`config.mk`:
```
export PLATFORM = sky130hd
export DESIGN_NAME = fnd_display_scheduler
export DESIGN_NICKNAME = d
export VERILOG_FILES = /design/src/rtl/fnd_display_scheduler.sv
export SDC_FILE = /design/constraint.sdc
export NUM_CORES = 1
export LEC_CHECK = 0
export BUFFER_PORTS_ARGS = -buffer_cell sky130_fd_sc_hd__buf_2
export CORE_MARGIN = 4
export CORE_UTILIZATION = 62
export CTS_BUF_LIST = sky130_fd_sc_hd__clkbuf_16
export DETAILED_ROUTE_END_ITERATION = 16
export PLACE_DENSITY = 0.86
export SYNTH_ARGS = -nofsm -noshare
export SYNTH_HDL_FRONTEND = slang
export SYNTH_SLANG_ARGS = --single-unit
```
`constraint.sdc`:
```
create_clock -name clk -period 5.9 [get_ports clk]
set_input_delay 1.77 -clock clk [delete_from_list [all_inputs] [get_ports clk]]
set_output_delay 1.77 -clock clk [all_outputs]
set_load 0.01 [all_outputs]
```
`src/rtl/fnd_display_scheduler.sv`:
```
// Page scheduler for a 4-digit FND showing DHT temperature/humidity, with an error page.
// Optional stale-data flag is built only when FND_SCHED_STALE_EN is defined.
module fnd_display_scheduler #(
    parameter int CLK_PER_MS = 100000,
    parameter int PAGE_MS    = 2000,
    parameter int ERR_MS     = 3000,
    parameter int STALE_MS   = 5000
) (
    input  logic       clk,
    input  logic       rst,
    input  logic       dht_valid,
    input  logic       dht_err,
    input  logic [7:0] humidity_inc,
    input  logic [7:0] humidity_dec,
    input  logic [7:0] temperature_inc,
    input  logic [7:0] temperature_dec,
    input  logic       btn_next,
    input  logic       hold,
    output logic [7:0] disp_hi,
    output logic [7:0] disp_lo,
    output logic [1:0] page,
    output logic       blank,
    output logic       stale
);

    typedef enum logic [1:0] {
        ST_WAIT = 2'd0,
        ST_TEMP = 2'd1,
        ST_HUM  = 2'd2,
        ST_ERR  = 2'd3
    } state_t;

    localparam int PW   = $clog2(CLK_PER_MS + 1);
    localparam int TMAX = (PAGE_MS > ERR_MS) ? PAGE_MS : ERR_MS;
    localparam int TW   = $clog2(TMAX + 1);
    localparam logic [PW-1:0] PRE_LAST  = PW'(CLK_PER_MS - 1);
    localparam logic [TW-1:0] PAGE_LAST = TW'(PAGE_MS - 1);
    localparam logic [TW-1:0] ERR_LAST  = TW'(ERR_MS - 1);

    function automatic logic [7:0] sat99(input logic [7:0] v);
        return (v > 8'd99) ? 8'd99 : v;
    endfunction

    logic [PW-1:0] pre_cnt_reg;
    logic          ms_tick;

    assign ms_tick = (pre_cnt_reg == PRE_LAST);

    always_ff @(posedge clk or negedge rst) begin
        if (!rst)
            pre_cnt_reg <= '0;
        else if (ms_tick)
            pre_cnt_reg <= '0;
        else
            pre_cnt_reg <= pre_cnt_reg + 1'b1;
    end

    // A valid pulse is only accepted when no error arrives in the same cycle.
    logic accept;
    assign accept = dht_valid && !dht_err;

    // Snapshot slots: 0 temp int, 1 temp dec, 2 hum int, 3 hum dec.
    logic [7:0] data_in   [4];
    logic [7:0] snap_reg  [4];
    logic [7:0] snap_next [4];

    assign data_in[0] = temperature_inc;
    assign data_in[1] = temperature_dec;
    assign data_in[2] = humidity_inc;
    assign data_in[3] = humidity_dec;

    generate
        for (genvar gi = 0; gi < 4; gi++) begin : g_snap
            assign snap_next[gi] = accept ? data_in[gi] : snap_reg[gi];
            always_ff @(posedge clk or negedge rst) begin
                if (!rst)
                    snap_reg[gi] <= '0;
                else
                    snap_reg[gi] <= snap_next[gi];
            end
        end
    endgenerate

    state_t        state_reg, state_next;
    state_t        ret_reg, ret_next;
    logic [TW-1:0] tmr_reg, tmr_next;
    logic [7:0]    err_cnt_reg, err_cnt_next;
    logic          page_expire;

    always_comb begin
        state_next   = state_reg;
        ret_next     = ret_reg;
        tmr_next     = tmr_reg;
        err_cnt_next = err_cnt_reg;
        page_expire  = ms_tick && !hold && (tmr_reg == PAGE_LAST);
        if (dht_err) begin
            state_next = ST_ERR;
            tmr_next   = '0;
            if (state_reg != ST_ERR)
                ret_next = state_reg;
            if (err_cnt_reg != 8'hFF)
                err_cnt_next = err_cnt_reg + 8'd1;
        end else begin
            case (state_reg)
                ST_WAIT: begin
                    if (accept) begin
                        state_next = ST_TEMP;
                        tmr_next   = '0;
                    end
                end
                ST_TEMP, ST_HUM: begin
                    // Button and expiry together still produce a single advance.
                    if (btn_next || page_expire) begin
                        state_next = (state_reg == ST_TEMP) ? ST_HUM : ST_TEMP;
                        tmr_next   = '0;
                    end else if (ms_tick && !hold) begin
                        tmr_next = tmr_reg + 1'b1;
                    end
                end
                ST_ERR: begin
                    if (ms_tick) begin
                        if (tmr_reg == ERR_LAST) begin
                            state_next = ret_reg;
                            tmr_next   = '0;
                        end else begin
                            tmr_next = tmr_reg + 1'b1;
                        end
                    end
                end
                default: state_next = ST_WAIT;
            endcase
        end
    end

    // Display values are derived from next-state values so they land with the state change.
    logic [7:0] disp_hi_reg, disp_hi_next;
    logic [7:0] disp_lo_reg, disp_lo_next;
    logic       blank_reg, blank_next;

    always_comb begin
        blank_next   = 1'b0;
        disp_hi_next = '0;
        disp_lo_next = '0;
        case (state_next)
            ST_WAIT: blank_next = 1'b1;
            ST_TEMP: begin
                disp_hi_next = sat99(snap_next[0]);
                disp_lo_next = sat99(snap_next[1]);
            end
            ST_HUM: begin
                disp_hi_next = sat99(snap_next[2]);
                disp_lo_next = sat99(snap_next[3]);
            end
            ST_ERR: begin
                disp_hi_next = 8'd99;
                disp_lo_next = sat99(err_cnt_next);
            end
            default: blank_next = 1'b1;
        endcase
    end

    always_ff @(posedge clk or negedge rst) begin
        if (!rst) begin
            state_reg   <= ST_WAIT;
            ret_reg     <= ST_WAIT;
            tmr_reg     <= '0;
            err_cnt_reg <= '0;
            disp_hi_reg <= '0;
            disp_lo_reg <= '0;
            blank_reg   <= 1'b1;
        end else begin
            state_reg   <= state_next;
            ret_reg     <= ret_next;
            tmr_reg     <= tmr_next;
            err_cnt_reg <= err_cnt_next;
            disp_hi_reg <= disp_hi_next;
            disp_lo_reg <= disp_lo_next;
            blank_reg   <= blank_next;
        end
    end

    assign disp_hi = disp_hi_reg;
    assign disp_lo = disp_lo_reg;
    assign blank   = blank_reg;
    assign page    = state_reg;

`ifdef FND_SCHED_STALE_EN
    localparam int SW = $clog2(STALE_MS + 1);
    localparam logic [SW-1:0] STALE_MAX = SW'(STALE_MS);
    localparam logic [SW-1:0] STALE_PRE = SW'(STALE_MS - 1);

    logic [SW-1:0] stale_cnt_reg;
    logic          stale_reg;

    always_ff @(posedge clk or negedge rst) begin
        if (!rst) begin
            stale_cnt_reg <= '0;
            stale_reg     <= 1'b0;
        end else if (accept) begin
            stale_cnt_reg <= '0;
            stale_reg     <= 1'b0;
        end else if (ms_tick && stale_cnt_reg != STALE_MAX) begin
            stale_cnt_reg <= stale_cnt_reg + 1'b1;
            if (stale_cnt_reg == STALE_PRE)
                stale_reg <= 1'b1;
        end
    end

    assign stale = stale_reg;
`else
    assign stale = 1'b0;
`endif

endmodule

```
==> flow_metrics.py <==
metrics = {
    "status": {
        "status": "completed",
    },
    "power": {
        "ir_worst_vdd_v": 0.000161,
        "p_leak_nw": 2.34,
        "power_density_nw_per_um2": 306,
    },
    "synthesis": {
        "ys_warn_count": 0,
        "synth_top_area_share_pct": 48.7,
        "synthTopCellsByArea": "dfrtp_1 49%, mux2i_1 5.9%, mux2_2 3.2%",
        "yosys.area.top_type": "dfrtp_1",
        "synthArstFlopShare_pct": 100,
        "syn_inst": 433,
        "synth_edf_count": 0,
        "ys_seq_area_share_pct": 49.3,
        "synth-seq-cells": 90,
        "yosysUniqueCellTypes": 67,
        "yosys_most_used_dff": "dfrtp_1",
        "syn_area_um2": 4570,
        "syn_area_per_cell_um2": 10.6,
    },
    "final_layout": {
        "final_nets": 536,
        "drive_above_1_share_pct": 24.0,
        "final_common_cell": "dfrtp_1",
        "fillers": 532,
        "antenna_cells": 0,
        "largest_reg_flops": 32,
        "area_growth_pct": 13.9,
        "final_cell_mix": "89 x dfrtp_1, 55 x buf_2, 38 x nand2_1, 33 x inv_1, 29 x nor2_1",
    },
    "clocking": {
        "ctsResizeCount": 0,
        "post_cts_buffers": 0,
        "cts_buffer_depth": 2,
        "hold_buffers": 0,
        "cts_sinks": 90,
        "clk_pin_slew_worst_paths_ns": 0.07,
        "htreeDepth": 3,
        "root_buffer": "clkbuf_16",
        "clock_latency_ns": 0.34,
        "cts-buffers-inserted": 9,
        "cts_tree": "done",
    },
    "route": {
        "via_per_inst": 5.92,
        "wl_per_cell_um": 16.4,
        "postRouteAntennaNets": 0,
        "vias": 3523,
        "drt-total-wl_um": 9740,
        "remaining_drc_errors": 0,
        "firstDrtPassIters": 4,
        "detail_route.iter0.violations": 280,
    },
    "floorplan": {
        "pin_count": 58,
        "dieArea_um2": 8810,
        "row_count": 31,
        "die_w_um": 93.9,
        "core_area_um2": 7210,
        "start_util_pct": 63.4,
        "dieHeight_um": 93.9,
    },
    "setup_path": {
        "crit_path_cell_trace": "buf_2 > and3_1 > or3b_2 > mux2i_2 > o21ai_1 > o32ai_1 > a2111oi_0 > a21oi_1",
        "end_kind": "register",
        "criticalPathCategory": "in -> reg",
        "arrival_ns": 4.09,
        "cp.required_ns": 6.09,
        "crit_path_max_fanout": 14,
        "critical_path.max_stage_delay_ns": 0.56,
        "start_kind": "input pin",
        "crit_slowest_cell": "a2111oi_0",
    },
    "place": {
        "gp_congestion": 0.903,
        "port_buffers": 56,
        "place_hpwl_um": 6860,
    },
    "sta": {
        "relSlewSlack_pct": 24.8,
        "worstMarginPinSlew_ns": 1.13,
        "hold_violations": 0,
        "layout_min_cycle_time_ns": 3.90,
        "min_period_over_period_pct": 66.1,
        "report.final.slew_viol_count": 0,
        "setup_violations": 0,
        "clock_skew_ns": 0.00821,
        "rsz0062_at_grt": "no",
        "final.setup.tns_ns": 0,
        "hold_ws_ns": 0.487,
        "fmax_mhz": 257,
    },
    "grt": {
        "grtUsageTotal_pct": 24.3,
        "grt_remaining_overflow": 0,
        "antenna_found_initial": 0,
        "grt_max_degree": 59,
        "grt_pass1_wl_um": 16800,
        "grt_pass1_vias": 3572,
    },
    "worst_hold_path": {
        "hold_path.class": "reg -> reg",
    },
    "run": {
        "drv_cap": 0,
    },
}
-- layout make-up --
type                            count  area, um2  share of cell area, %
Clock inverter                      7       66.3                   1.27
Tap cell                           99        124                   2.38
Sequential cell                    90       2250                   43.3
Clock buffer                        9        225                   4.33
Timing Repair Buffer               60        313                   6.01
Inverter                           33        124                   2.38
Multi-Input combinational cell    297       2100                   40.3
-- per-layer routing --
layer	up-vias	share of wire, %	track usage [%]	routed length, um
li1	1673	-	-	-
met1	1697	42	32.5	4130
met2	126	49	39.1	4750
met3	27	5.8	3.45	569
met4	0	3.0	11.2	289
met5	-	0	0	0
-- cell families (layout without fill, tap and decap cells) --
family	count (synthesis)	after routing	synth area share, %
AND/OR/NAND/NOR	151	151	18.3
flip-flops	90	90	49.3
AO/OA/AOI/OAI	80	80	12.9
buffers and inverters	48	109	5.12
multiplexers	42	42	9.75
XOR/XNOR	14	14	2.68
adder cells (fa/ha/maj)	7	7	1.92
other	1	3	0.0820
-- where the power goes --
part           switching (W)  internal, W
sequential         0.0000440     0.000695
combinational       0.000173     0.000126
clock               0.000257     0.000296
-- cell usage after synthesis (all sizes together), types with 2 or more instances --
library cell and number:
a21oi 10, nor3b 2, nand2 38, nor3 7, nand2b 5, and3 3
clkbuf 7, and4bb 2, or2 5, or2b 2, nand3 19, o22ai 7
buf 8, dfrtp 89, or4 4, mux2 14, nor2b 5, o31ai 9
o211ai 2, and4 3, a2111oi 5, nor2 30, nor4 4, xnor2 7
a32o 4, o41ai 3, or3b 2, nand4 12, o21ai 24, ha 7
o32ai 2, inv 33, or3 3, a31oi 2, xor2 7, mux2i 28
a22oi 4
-- per-stage QoR --
| step | area [um2] | util [%] | instances | total power, W | worst slack, ns |
|---|---|---|---|---|---|
| after floorplan | 4580 | - | 435 | 0.000938 | 2.28 |
| after global placement | 4910 | 68.1 | 579 | 0.00103 | 1.84 |
| final | 5200 | 72.1 | 595 | 0.00159 | 2.00 |
| after CTS | 5200 | 72.1 | 595 | 0.00160 | 2.10 |
| after global routing | 5200 | 72.1 | 595 | 0.00167 | 1.83 |
| after detailed placement | 4910 | 68.1 | 579 | 0.00105 | 1.75 |
-- worst paths after layout --
path                                                  to  slack (ns)                startpoint  cells after the start
min in group asynchronous         tmr_reg[2]$_DFFE_PN0P_        1.36                       rst                      1
worst min-delay path            pre_cnt_reg[0]$_DFF_PN0_        0.49  pre_cnt_reg[0]$_DFF_PN0_                      1
worst min register to register  pre_cnt_reg[0]$_DFF_PN0_        0.49  pre_cnt_reg[0]$_DFF_PN0_                      1
worst max register to register      disp_hi[3]$_DFF_PN0_        2.86  pre_cnt_reg[0]$_DFF_PN0_                      8
max in group asynchronous           disp_lo[5]$_DFF_PN0_        3.48                       rst                      2
worst max-delay path                disp_lo[2]$_DFF_PN0_        2.00                   dht_err                      8
-- critical path, delay by kind of cell --
family | cells | cell delay, ns
AND/OR/NAND/NOR | 2 | 0.71
buffers and inverters | 1 | 0.25
AO/OA/AOI/OAI | 4 | 1.12
multiplexers | 1 | 0.24
Power figures use the tool's default switching activity.
